### src/rtl/clk_ctrl_pkg.sv
// Shared encodings for the clock-step controller: mode codes, sequencer states
// and the mode-cycling helper.
package clk_ctrl_pkg;

    localparam logic [1:0] MODE_RUN   = 2'd0;
    localparam logic [1:0] MODE_STEP  = 2'd1;
    localparam logic [1:0] MODE_BURST = 2'd2;

    typedef enum logic [1:0] {
        ST_IDLE = 2'd0,
        ST_HIGH = 2'd1,
        ST_GAP  = 2'd2
    } state_t;

    function automatic logic [1:0] next_mode(input logic [1:0] cur);
        case (cur)
            MODE_RUN:   next_mode = MODE_STEP;
            MODE_STEP:  next_mode = MODE_BURST;
            MODE_BURST: next_mode = MODE_RUN;
            default:    next_mode = MODE_RUN;
        endcase
    endfunction

endpackage

### src/rtl/btn_debounce.sv
// Push-button debouncer: 2-FF synchroniser, stability counter and a one-cycle
// press pulse on each accepted 0->1 level change.
module btn_debounce #(
    parameter int DEB_MAX = 1000000
) (
    input  logic clk,
    input  logic rst,
    input  logic btn_raw,
    output logic stable,
    output logic press
);

    localparam int CW = $clog2(DEB_MAX) + 1;

    logic          sync1_q, sync2_q;
    logic          stable_q, stable_d;
    logic          press_q, press_d;
    logic [CW-1:0] cnt_q, cnt_d;

    // Count consecutive cycles the synchronised level disagrees with the accepted one.
    always_comb begin
        stable_d = stable_q;
        press_d  = 1'b0;
        cnt_d    = {CW{1'b0}};
        if (sync2_q == stable_q) begin
            cnt_d = {CW{1'b0}};
        end else if (cnt_q == CW'(DEB_MAX - 1)) begin
            stable_d = ~stable_q;
            press_d  = ~stable_q;
            cnt_d    = {CW{1'b0}};
        end else begin
            cnt_d = cnt_q + CW'(1'b1);
        end
    end

    // Synchroniser and debounce state.
    always_ff @(posedge clk or posedge rst) begin
        if (rst) begin
            sync1_q  <= 1'b0;
            sync2_q  <= 1'b0;
            stable_q <= 1'b0;
            press_q  <= 1'b0;
            cnt_q    <= {CW{1'b0}};
        end else begin
            sync1_q  <= btn_raw;
            sync2_q  <= sync1_q;
            stable_q <= stable_d;
            press_q  <= press_d;
            cnt_q    <= cnt_d;
        end
    end

    assign stable = stable_q;
    assign press  = press_q;

endmodule

### src/rtl/clk_step_ctrl.sv
// Debounced clock-source controller: RUN (divider tap), STEP (one pulse) and
// BURST (N pulses). Define STEP_CNT_EN to enable the generated-pulse counter.
module clk_step_ctrl
    import clk_ctrl_pkg::*;
#(
    parameter int DEB_MAX = 1000000,
    parameter int PULSE_W = 4,
    parameter int CNT_W   = 16
) (
    input  logic             clk,
    input  logic             rst,
    input  logic             btn_step,
    input  logic             btn_mode,
    input  logic [7:0]       burst_n,
    input  logic [4:0]       tap_sel,
    input  logic [31:0]      div_bus,
    output logic             ck_out,
    output logic [1:0]       mode,
    output logic             busy,
    output logic [CNT_W-1:0] step_cnt
);

    localparam int              PH_W    = (PULSE_W > 1) ? $clog2(PULSE_W) : 1;
    localparam logic [PH_W-1:0] PH_LAST = PH_W'(PULSE_W - 1);
    localparam logic [PH_W-1:0] PH_ZERO = {PH_W{1'b0}};

    logic            step_press_s, mode_press_s;
    logic            unused_step_stable, unused_mode_stable;
    logic            mode_acc_s, step_acc_s;
    state_t          state_q, state_d;
    logic [1:0]      mode_q, mode_d;
    logic [7:0]      rem_q, rem_d;
    logic [PH_W-1:0] ph_q, ph_d;
    logic            ck_q, ck_d;
    logic            busy_q, busy_d;

    btn_debounce #(.DEB_MAX(DEB_MAX)) u_deb_step (
        .clk     (clk),
        .rst     (rst),
        .btn_raw (btn_step),
        .stable  (unused_step_stable),
        .press   (step_press_s)
    );

    btn_debounce #(.DEB_MAX(DEB_MAX)) u_deb_mode (
        .clk     (clk),
        .rst     (rst),
        .btn_raw (btn_mode),
        .stable  (unused_mode_stable),
        .press   (mode_press_s)
    );

    // Presses only land in IDLE; a coincident mode press shadows the step press.
    assign mode_acc_s = (state_q == ST_IDLE) & mode_press_s;
    assign step_acc_s = (state_q == ST_IDLE) & step_press_s & ~mode_press_s &
                        (mode_q != MODE_RUN);

    // State, mode and output registers.
    always_ff @(posedge clk or posedge rst) begin
        if (rst) begin
            state_q <= ST_IDLE;
            mode_q  <= MODE_RUN;
            rem_q   <= 8'd0;
            ph_q    <= PH_ZERO;
            ck_q    <= 1'b0;
            busy_q  <= 1'b0;
        end else begin
            state_q <= state_d;
            mode_q  <= mode_d;
            rem_q   <= rem_d;
            ph_q    <= ph_d;
            ck_q    <= ck_d;
            busy_q  <= busy_d;
        end
    end

    // Next-state: mode cycling and the HIGH/GAP pulse sequencer.
    always_comb begin
        state_d = state_q;
        rem_d   = rem_q;
        ph_d    = ph_q;
        if (mode_acc_s) begin
            mode_d = next_mode(mode_q);
        end else begin
            mode_d = mode_q;
        end
        case (state_q)
            ST_IDLE: begin
                if (step_acc_s) begin
                    state_d = ST_HIGH;
                    ph_d    = PH_ZERO;
                    rem_d   = ((mode_q == MODE_BURST) && (burst_n != 8'd0)) ? burst_n : 8'd1;
                end else begin
                    state_d = ST_IDLE;
                end
            end
            ST_HIGH: begin
                if (ph_q == PH_LAST) begin
                    ph_d    = PH_ZERO;
                    rem_d   = rem_q - 8'd1;
                    state_d = (rem_q <= 8'd1) ? ST_IDLE : ST_GAP;
                end else begin
                    ph_d = ph_q + PH_W'(1'b1);
                end
            end
            ST_GAP: begin
                if (ph_q == PH_LAST) begin
                    ph_d    = PH_ZERO;
                    state_d = ST_HIGH;
                end else begin
                    ph_d = ph_q + PH_W'(1'b1);
                end
            end
            default: begin
                state_d = ST_IDLE;
                rem_d   = 8'd0;
                ph_d    = PH_ZERO;
            end
        endcase
    end

    // Outputs follow the next state so ck_out drops on the very edge mode leaves RUN.
    always_comb begin
        busy_d = (state_d != ST_IDLE);
        if (mode_d == MODE_RUN) begin
            ck_d = div_bus[tap_sel];
        end else begin
            ck_d = (state_d == ST_HIGH);
        end
    end

`ifdef STEP_CNT_EN
    logic [CNT_W-1:0] cnt_q, cnt_d;

    // Count every entry into HIGH; RUN mode never enters HIGH.
    always_comb begin
        if ((state_d == ST_HIGH) && (state_q != ST_HIGH)) begin
            cnt_d = cnt_q + CNT_W'(1'b1);
        end else begin
            cnt_d = cnt_q;
        end
    end

    // Pulse counter register, wraps naturally.
    always_ff @(posedge clk or posedge rst) begin
        if (rst) begin
            cnt_q <= {CNT_W{1'b0}};
        end else begin
            cnt_q <= cnt_d;
        end
    end

    assign step_cnt = cnt_q;
`else
    assign step_cnt = {CNT_W{1'b0}};
`endif

    assign ck_out = ck_q;
    assign mode   = mode_q;
    assign busy   = busy_q;

endmodule

### config.mk
export PLATFORM = sky130hd
export DESIGN_NAME = clk_step_ctrl
export DESIGN_NICKNAME = d
export VERILOG_FILES = /design/src/rtl/clk_ctrl_pkg.sv /design/src/rtl/btn_debounce.sv /design/src/rtl/clk_step_ctrl.sv
export SDC_FILE = /design/constraint.sdc
export NUM_CORES = 1
export LEC_CHECK = 0
export ABC_AREA = 0
export BUFFER_PORTS_ARGS = -buffer_cell sky130_fd_sc_hd__buf_2
export CAP_MARGIN = 20
export CORE_ASPECT_RATIO = 0.8
export CORE_MARGIN = 1
export CORE_UTILIZATION = 45
export DETAILED_ROUTE_END_ITERATION = 7
export GPL_ROUTABILITY_DRIVEN = 0
export GPL_TIMING_DRIVEN = 1
export PLACE_DENSITY = 0.66
export RECOVER_POWER = 25
export REMOVE_ABC_BUFFERS = 1
export SETUP_SLACK_MARGIN = 0.02
export SLEW_MARGIN = 10
export SYNTH_ARGS = -nofsm -noshare
export SYNTH_HDL_FRONTEND = slang
export SYNTH_HIERARCHICAL = 1
export SYNTH_SLANG_ARGS = --single-unit
### constraint.sdc
create_clock -name clk -period 3.1 [get_ports clk]
set_input_delay 0.31 -clock clk [delete_from_list [all_inputs] [get_ports clk]]
set_output_delay 0.31 -clock clk [all_outputs]
set_load 0.01 [all_outputs]
==> results of run 1 <==
routing by layer:
metal  wire length, um  vias to the layer above  track usage
met2              3440                       94        0.285
met4                48                        0       0.0543
met1              3930                     1438        0.267
li1                  -                     1473            -
met3               498                        5       0.0524
met5                 0                        -            0
registers in the layout, indices dropped and copies added, names as in the netlist, 2 cells and up:
name / cells
ph_q: 2
u_deb_step/cnt_q: 21
state_q: 2
rem_q: 8
u_deb_mode/cnt_q: 21
mode: 2
timing repair:
item                                   in CTS  in global routing
endpoints found under the hold margin       0                  4
setup endpoints to repair                   0                  0
hold buffers                                0                  1
gates resized for setup                     0                  0
through the flow:
step | hold WS (ps) | total power (W) | area, um2 | std cells | worst slack, ps
2_1_floorplan | 224 | 0.000970 | 3810 | 367 | 1130
3_3_place_gp | 334 | 0.00102 | 4220 | 532 | 909
3_5_place_dp | 336 | 0.00103 | 4220 | 532 | 875
6_report | 89.0 | 0.00162 | 4410 | 549 | 927
4_1_cts | 68.4 | 0.00164 | 4380 | 546 | 980
5_1_grt | 60.9 | 0.00170 | 4410 | 549 | 783
cell type report:
cell class              instances  area (um2)
fillers                       794        4080
multi-input cells             281        2080
flip-flops and latches         66        1650
repair buffers                 56         295
clock buffers                  11         141
well taps                     112         140
inverters                      20        75.1
clock inverters                 3        17.5
cell usage in the layout, fill, tap and decap left out, drive strengths merged, types with 13 or more instances in the layout:
cell | Yosys | routed
conb | 1 | 16
nor2 | 45 | 45
nand3 | 19 | 19
xnor2 | 24 | 24
nand4 | 19 | 19
buf | 19 | 53
inv | 20 | 20
dfrtp | 66 | 66
clkbuf | 5 | 13
nor4 | 20 | 20
power groups by stage:
stage	sequential [W]	combinational (W)	clock (W)
finish	0.000887	0.000125	0.000604
global route	0.000888	0.000140	0.000673
detailed placement	0.000903	0.000124	0
global placement	0.000902	0.000122	0
floorplan	0.000901	0.0000691	0
CTS	0.000886	0.000124	0.000630
logic make-up after synthesis:
kind of cell               Yosys count  share of synthesized area
other                                1                   0.000956
buffers and inverters               44                     0.0622
muxes                               17                     0.0775
DFF                                 66                      0.421
and+or+nand+nor                    159                      0.254
AOI/OAI and AO/OA                   48                     0.0839
adders and majority gates            9                     0.0287
xor gates and xnor gates            32                     0.0714
worst max-delay path by stage:
stage | startpoint | end | slack [ps] | depth (start not counted)
floorplan | state_q[1] | rem_q[0] | 1130 | 6
global placement | tap_sel[1] | ck_out | 910 | 5
detailed placement | tap_sel[1] | ck_out | 880 | 5
CTS | mode[1] | rem_q[1] | 980 | 4
global route | mode[1] | rem_q[1] | 780 | 4
finish | mode[1] | rem_q[1] | 930 | 4
==> results.json, run 1 <==
{
  "gr-total-overflow": 0,
  "cp_max_fo": 15,
  "cp_top_family": "compound AO/OA/AOI/OAI gates",
  "die_x_um": 106,
  "die_area_mm2": 0.00910,
  "synthDistinctLibCells": 51,
  "required_ps": 3310,
  "dieHeight_um": 85.5,
  "power.share.clock": 0.374,
  "p_leak_nw": 1.87,
  "synth_area_per_cell_um2": 10.4,
  "track_usage": 0.189,
  "clockBufferDepth": 2,
  "synth_flop_cell": "dfrtp_1",
  "worstReg2RegStart": "mode[1]",
  "synthCells": 376,
  "clock.fmax_mhz": 460,
  "initial_core_util": 0.463,
  "routed_wl_um": 7910,
  "insertion_delay_ps": 330,
  "netlist_area_mm2": 0.00392,
  "max-cap-violations": 0,
  "utilization": 0.519,
  "drive_gt1_frac": 0.238,
  "p_seq_frac": 0.549,
  "drc_errors": 0,
  "boundaryPins": 69,
  "route.vias.total": 3010,
  "insertedDiodeCount": 0,
  "firstDrtPassIters": 4,
  "ys_seq_elements": 66,
  "swShare": 0.235,
  "min_to": "u_deb_step/sync1_q",
  "vdd_drop_max_v": 0.000227,
  "slowest_stage": "o21ai_1",
  "post_cts_buffers": 0,
  "ctsHtreeMaxLevel": 3,
  "startpoint_type": "register",
  "hp-class": "in2reg",
  "synth_edf_count": 0,
  "syn2layout_area_growth_pct": 12.3,
  "yosysMostFrequentCell": "dfrtp_1",
  "yosysWarnings": 6,
  "grt_max_degree": 26,
  "cts_tree": "done",
  "nNetsFinal": 492,
  "core-area_mm2": 0.00848,
  "crit_buf_inv": 0,
  "routed_via_density": 5.48,
  "period_share": 0.701,
  "final_max_slew_viol_count": 0,
  "critical_path_arrival_ps": 2390,
  "min_period_ps": 2170,
  "first_global_vias": 2795,
  "synth_top_area_frac": 0.421,
  "p_sw_w": 0.000379,
  "setup_viol": 0,
  "synth_area_leaders": "dfrtp_1 42%, mux4_2 5.7%, xnor2_1 5.4%, nor2_1 4.3%, buf_4 3.3%",
  "root_buffer": "clkbuf_8",
  "crit_chain": "nor2_1, o21ai_1, and2_0, mux2_2",
  "finClkSkew_ps": 7.61,
  "rr_worst_depth": 4,
  "clk_pin_slew_ps": 60,
  "max_slew_margin": 0.255,
  "power.internal_w": 0.00124,
  "hold_path_depth": 1,
  "ys_top_cells_by_count": "66 x dfrtp_1, 45 x nor2_1, 24 x xnor2_1, 20 x inv_1, 18 x nor4_1",
  "hold_viol_final": 0,
  "worst_slew_pin_slew_ps": 1120,
  "min_from": "btn_step",
  "dp_hpwl_um": 5810,
  "r2r-end": "rem_q[1]",
  "numCtsBuffers": 9,
  "reg2reg_slack_ps": 930,
  "clock-sinks": 66,
  "rsz0062_at_grt": "no",
  "ant_nets": 0,
  "synthArstFlopShare": 1.00,
  "grt_pass1_wl_um": 13500,
  "drt_iter0_drc": 165,
  "antenna_found_initial": 0,
  "status": "finished clean",
  "portBuffers": 52,
  "power.density_mw_per_mm2": 367,
  "max_stage_delay_ps": 740,
  "tns_ps": 0,
  "rows": 30,
  "critical_path_class": "reg2reg",
  "avgRoutedWirePerCell_um": 14.4,
  "crit_path_end_kind": "register",
  "synth_seq_area_share": 0.421,
  "synth_top_cell_by_area": "dfrtp_1",
  "combPwrFrac": 0.077
}
Note: power is estimated with default switching activity, not from simulation.
==> run 2, diff against run 1 <==
- clock period: 3.1 -> 2.2 ns (I/O delays scaled with it)
==> run 2 against run 1 <==
  * Register-to-register slack worse by 630 ps
  * Clock-buffer cell count is 2 lower
  * Global-route usage is 0.79 points higher
  * Final cell count is 1.8% higher
  * Via count is 1.2% higher
  * Clock power is 66% higher
  * Flip-flop and latch count stayed put
  * Clock skew is 0.84 ps higher
==> results.json, run 2 (synthesized netlist as in run 1, its figures left out) <==
{
  "firstDrtPassIters": 4,
  "routed_via_density": 5.45,
  "reg2reg_slack_ps": 290,
  "nNetsFinal": 500,
  "insertion_delay_ps": 340,
  "max_slew_margin": 0.122,
  "portBuffers": 52,
  "cp_max_fo": 9,
  "antenna_found_initial": 0,
  "routed_wl_um": 8070,
  "period_share": 0.867,
  "worstReg2RegStart": "state_q[1]",
  "power.density_mw_per_mm2": 541,
  "finClkSkew_ps": 8.46,
  "clock-sinks": 66,
  "final_common_cell": "dfrtp_1",
  "drt_iter0_drc": 191,
  "max_stage_delay_ps": 410,
  "placedInstanceArea_mm2": 0.00428,
  "worst_slew_pin_slew_ps": 1320,
  "drive_gt1_frac": 0.253,
  "crit_path_end_kind": "register",
  "r2r-end": "rem_q[1]",
  "use_met2": 0.311,
  "rows": 30,
  "boundaryPins": 69,
  "cp_top_family": "simple AND/OR/NAND/NOR gates",
  "dp_hpwl_um": 6020,
  "ant_nets": 0,
  "startpoint_type": "register",
  "dieHeight_um": 85.5,
  "instances_no_fill": 559,
  "crit_buf_inv": 1,
  "use_met3": 0.0532,
  "crit_chain": "inv_1, ha_1, nor2b_1, nor2_1, and2_0, mux2_2",
  "rr_worst_depth": 6,
  "use_met1": 0.262,
  "core-area_mm2": 0.00848,
  "final_max_slew_viol_count": 0,
  "required_ps": 2430,
  "drc_errors": 0,
  "track_usage": 0.197,
  "post_cts_resized": 0,
  "rsz0062_at_grt": "no",
  "gr-total-overflow": 0,
  "grt_pass1_wl_um": 14200,
  "hold_path_depth": 3,
  "die_x_um": 106,
  "biggestRegsByFlops": "u_deb_mode/cnt_q (21), u_deb_step/cnt_q (21), rem_q (8)",
  "avgRoutedWirePerCell_um": 14.4,
  "p_leak_nw": 1.92,
  "clockBufferDepth": 2,
  "ctsHtreeMaxLevel": 3,
  "syn2layout_area_growth_pct": 14.6,
  "root_buffer": "clkbuf_8",
  "numCtsBuffers": 9,
  "initial_core_util": 0.463,
  "top_usage_layer": "met2",
  "hold_viol_final": 0,
  "first_global_vias": 3021,
  "stdcell_area_mm2": 0.00450,
  "cts_tree": "done",
  "clock.fmax_mhz": 525,
  "final_cell_mix": "66 x dfrtp_1, 51 x buf_2, 45 x nor2_1",
  "min_period_ps": 1910,
  "critical_path_arrival_ps": 2130,
  "route.vias.total": 3047,
  "min_to": "rem_q[2]",
  "min_from": "burst_n[2]",
  "grt_max_degree": 26,
  "clk_pin_slew_ps": 70,
  "vdd_drop_max_v": 0.000296,
  "insertedDiodeCount": 0,
  "status": "finished clean",
  "slowest_stage": "dfrtp_1",
  "hp-class": "in2reg",
  "die_area_mm2": 0.00910,
  "critical_path_class": "reg2reg",
  "max-cap-violations": 0,
  "placedCellCount": 540,
  "tns_ps": 0,
  "setup_viol": 0
}
[run 2: cell types whose count changed in the layout (fill, tap and decap cells not counted), sizes merged]
cell,change
buf,+6
clkinv,+3
clkbuf,-2
dlygate4sd3,+2
bufinv,+1
[run 2: report_power, final]
group / leakage, nW / switching (W) / internal (W)
Sequential: 0.883 / 0.0000181 / 0.00123
Clock: 0.0990 / 0.000481 / 0.000520
Combinational: 0.943 / 0.0000918 / 0.0000901
[run 2: worst max path at each step]
stage / from / endpoint / slack, ps / depth (start not counted)
after global placement: tap_sel[1] / ck_out / 100 / 5
after floorplan: state_q[1] / rem_q[0] / 230 / 6
final: state_q[1] / rem_q[1] / 290 / 6
after detailed placement: tap_sel[1] / ck_out / 60 / 5
after CTS: state_q[1] / rem_q[1] / 310 / 6
after global routing: state_q[1] / rem_q[1] / 170 / 6
[run 2: per-layer routing]
metal | vias up | wire length, um
met5 | - | 0
met4 | 0 | 102
met2 | 83 | 3550
li1 | 1486 | -
met3 | 9 | 443
met1 | 1469 | 3980
[run 2: timing repair]
item,4_1_cts,5_1_grt
hold buffers,3,0
endpoints found under the hold margin,39,0
setup buffers,0,0
[run 2: final cells by class]
cell class              count  area, um2
clock buffers               9        124
clock inverters             7       70.1
fillers                   807       3990
inverters                  20       75.1
multi-input cells         281       2080
flip-flops and latches     66       1650
well taps                 112        140
repair buffers             64        353
[run 2: per-stage QoR]
stage          hold WS, ps  utilization  total power [W]  setup slack [ps]
2_1_floorplan          134            -          0.00137               233
3_3_place_gp           209        0.504          0.00145               103
3_5_place_dp           215        0.504          0.00145              59.5
4_1_cts                144        0.531          0.00248               313
5_1_grt                160        0.530          0.00254               173
6_report               163        0.530          0.00243               293
[run 2: tightest hold or removal path: stages]
cell,delay [ps]
buf_2,90
nand4_1,70
o221ai_1,80
==> run 3, diff against run 2 <==
- PLACE_DENSITY: 0.66 -> 0.77
==> run 3 against run 2 <==
  * The run now ends with design-rule violations left
  * Total power rose by 7.7%
  * Final cell count did not move
  * Clock power rose by 19%
  * Via count rose by 1.8%
  * Fmax fell by 0.72%
  * Combinational power barely moved
  * First-iteration DRC count fell by 35%
  * Sequential share of layout area fell by 0.34 points
  * Setup slack got worse by 14 ps
  * Highest routed layer unchanged
==> results.json, run 3 (synthesized netlist as in run 1, its figures left out) <==
{
  "status": "finished, violations left",
  "violations": "design-rule violations",
  "clockBufferDepth": 2,
  "cp.depth": 6,
  "cts_tree": "done",
  "cp_max_fo": 9,
  "routed.top_layer": "met4",
  "power.density_mw_per_mm2": 577,
  "firstDrtPassIters": 6,
  "slowest_stage": "dfrtp_1",
  "hp-class": "in2reg",
  "min_period_ps": 1920,
  "max_slew_margin": 0.121,
  "max_stage_delay_ps": 400,
  "cp_top_family": "simple AND/OR/NAND/NOR gates",
  "dieHeight_um": 85.5,
  "finClkSkew_ps": 12.9,
  "grt_pass1_wl_um": 14100,
  "clk_pin_slew_ps": 80,
  "wl_met1_um": 3680,
  "ctsHoldBuffers": 3,
  "die_area_mm2": 0.00910,
  "p_leak_nw": 1.94,
  "initial_core_util": 0.463,
  "drt_iter0_drc": 125,
  "power.share.clock": 0.452,
  "startpoint_type": "register",
  "routed_via_density": 5.55,
  "rows": 30,
  "critical_path_class": "reg2reg",
  "insertedDiodeCount": 0,
  "insertion_delay_ps": 350,
  "crit_buf_inv": 1,
  "rr_worst_depth": 6,
  "critical_path_arrival_ps": 2150,
  "wl_met3_um": 434,
  "hold_viol_final": 0,
  "die_x_um": 106,
  "antenna_found_initial": 0,
  "track_usage": 0.196,
  "routed_wl_um": 8200,
  "p_seq_frac": 0.477,
  "avgRoutedWirePerCell_um": 14.7,
  "crit_chain": "inv_1, ha_1, nor2b_1, nor2_1, and2_0, mux2_2",
  "clock.fmax_mhz": 521,
  "vdd_drop_max_v": 0.000383,
  "post_cts_buffers": 0,
  "power_w": 0.00262,
  "portBuffers": 52,
  "ant_nets": 0,
  "root_buffer": "clkbuf_8",
  "gr-total-overflow": 0,
  "fillers": 743,
  "final_cell_mix": "66 x dfrtp_1, 51 x buf_2, 45 x nor2_1",
  "nNetsFinal": 500,
  "core-area_mm2": 0.00848,
  "hold_path_depth": 3,
  "combPwrFrac": 0.071,
  "wl_met2_um": 3940,
  "tns_ps": 0,
  "setup_viol": 0,
  "numCtsBuffers": 9,
  "syn2layout_area_growth_pct": 15.7,
  "p_sw_w": 0.000593,
  "biggestRegsByFlops": "u_deb_mode/cnt_q (21), u_deb_step/cnt_q (21), rem_q (8)",
  "dp_hpwl_um": 6190,
  "pre_cts_slack_ps": 51.1,
  "crit_path_end_kind": "register",
  "final_max_slew_viol_count": 0,
  "power.internal_w": 0.00203,
  "clock-sinks": 66,
  "drc_errors": 2,
  "grt_max_degree": 26,
  "drive_gt1_frac": 0.253,
  "max-cap-violations": 0,
  "first_global_vias": 3029,
  "worst_slew_pin_slew_ps": 1320,
  "period_share": 0.873,
  "final_common_cell": "dfrtp_1",
  "ctsHtreeMaxLevel": 3,
  "swShare": 0.226,
  "rsz0062_at_grt": "no",
  "post_cts_resized": 0,
  "route.vias.total": 3103,
  "finalWorstSetupSlack_ps": 280,
  "boundaryPins": 69,
  "required_ps": 2430
}
## run 3: cell count changes in the layout (fill, tap and decap cells not counted)
cell,before,now
clkinv_2,3,0
clkbuf_8,9,11
bufinv_16,1,2
clkinv_4,2,1
inv_6,0,1
## run 3: power by group through the flow
stage	Combinational [W]	Clock (W)	Sequential, W
2_1_floorplan	0.0000974	0	0.00127
3_3_place_gp	0.000177	0	0.00127
3_5_place_dp	0.000184	0	0.00127
4_1_cts	0.000189	0.00123	0.00125
5_1_grt	0.000205	0.00126	0.00125
6_report	0.000185	0.00119	0.00125
## run 3: per-layer routing
layer | global-route usage | vias up
met2 | 0.318 | 98
met1 | 0.263 | 1504
met4 | 0.0732 | 0
met3 | 0.0388 | 14
li1 | - | 1487
met5 | 0 | -
## run 3: metrics by stage
step / utilization / hold WS [ps] / area [um2] / instances
after floorplan: - / 134 / 3810 / 367
after global placement: 0.504 / 334 / 4280 / 540
after detailed placement: 0.504 / 329 / 4280 / 540
after CTS: 0.536 / 140 / 4550 / 559
after global routing: 0.535 / 171 / 4540 / 559
final: 0.535 / 148 / 4540 / 559
## run 3: tightest hold or removal path, cell delays in order
cell	delay (ps)
buf_2	90
nand4_1	70
o221ai_1	80
## run 3: area by class of cell
class                      count  area, um2  share of cell area
tap                          112        140              0.0309
timing repair buffer          64        353              0.0777
clock inverter                 5       85.1              0.0187
inverter                      20       75.1              0.0165
multi-input combinational    281       2080               0.459
sequential                    66       1650               0.364
clock buffer                  11        151              0.0333
## run 3: final timing paths
kind | startpoint | end | slack (ps)
worst max-delay path | state_q[1] | rem_q[1] | 280
max in group asynchronous | rst | u_deb_step/cnt_q[4] | 520
worst max register to register | state_q[1] | rem_q[1] | 280
min in group asynchronous | rst | u_deb_mode/cnt_q[16] | 530
worst min register to register | u_deb_step/sync1_q | u_deb_step/sync2_q | 350
worst min-delay path | burst_n[5] | rem_q[5] | 150
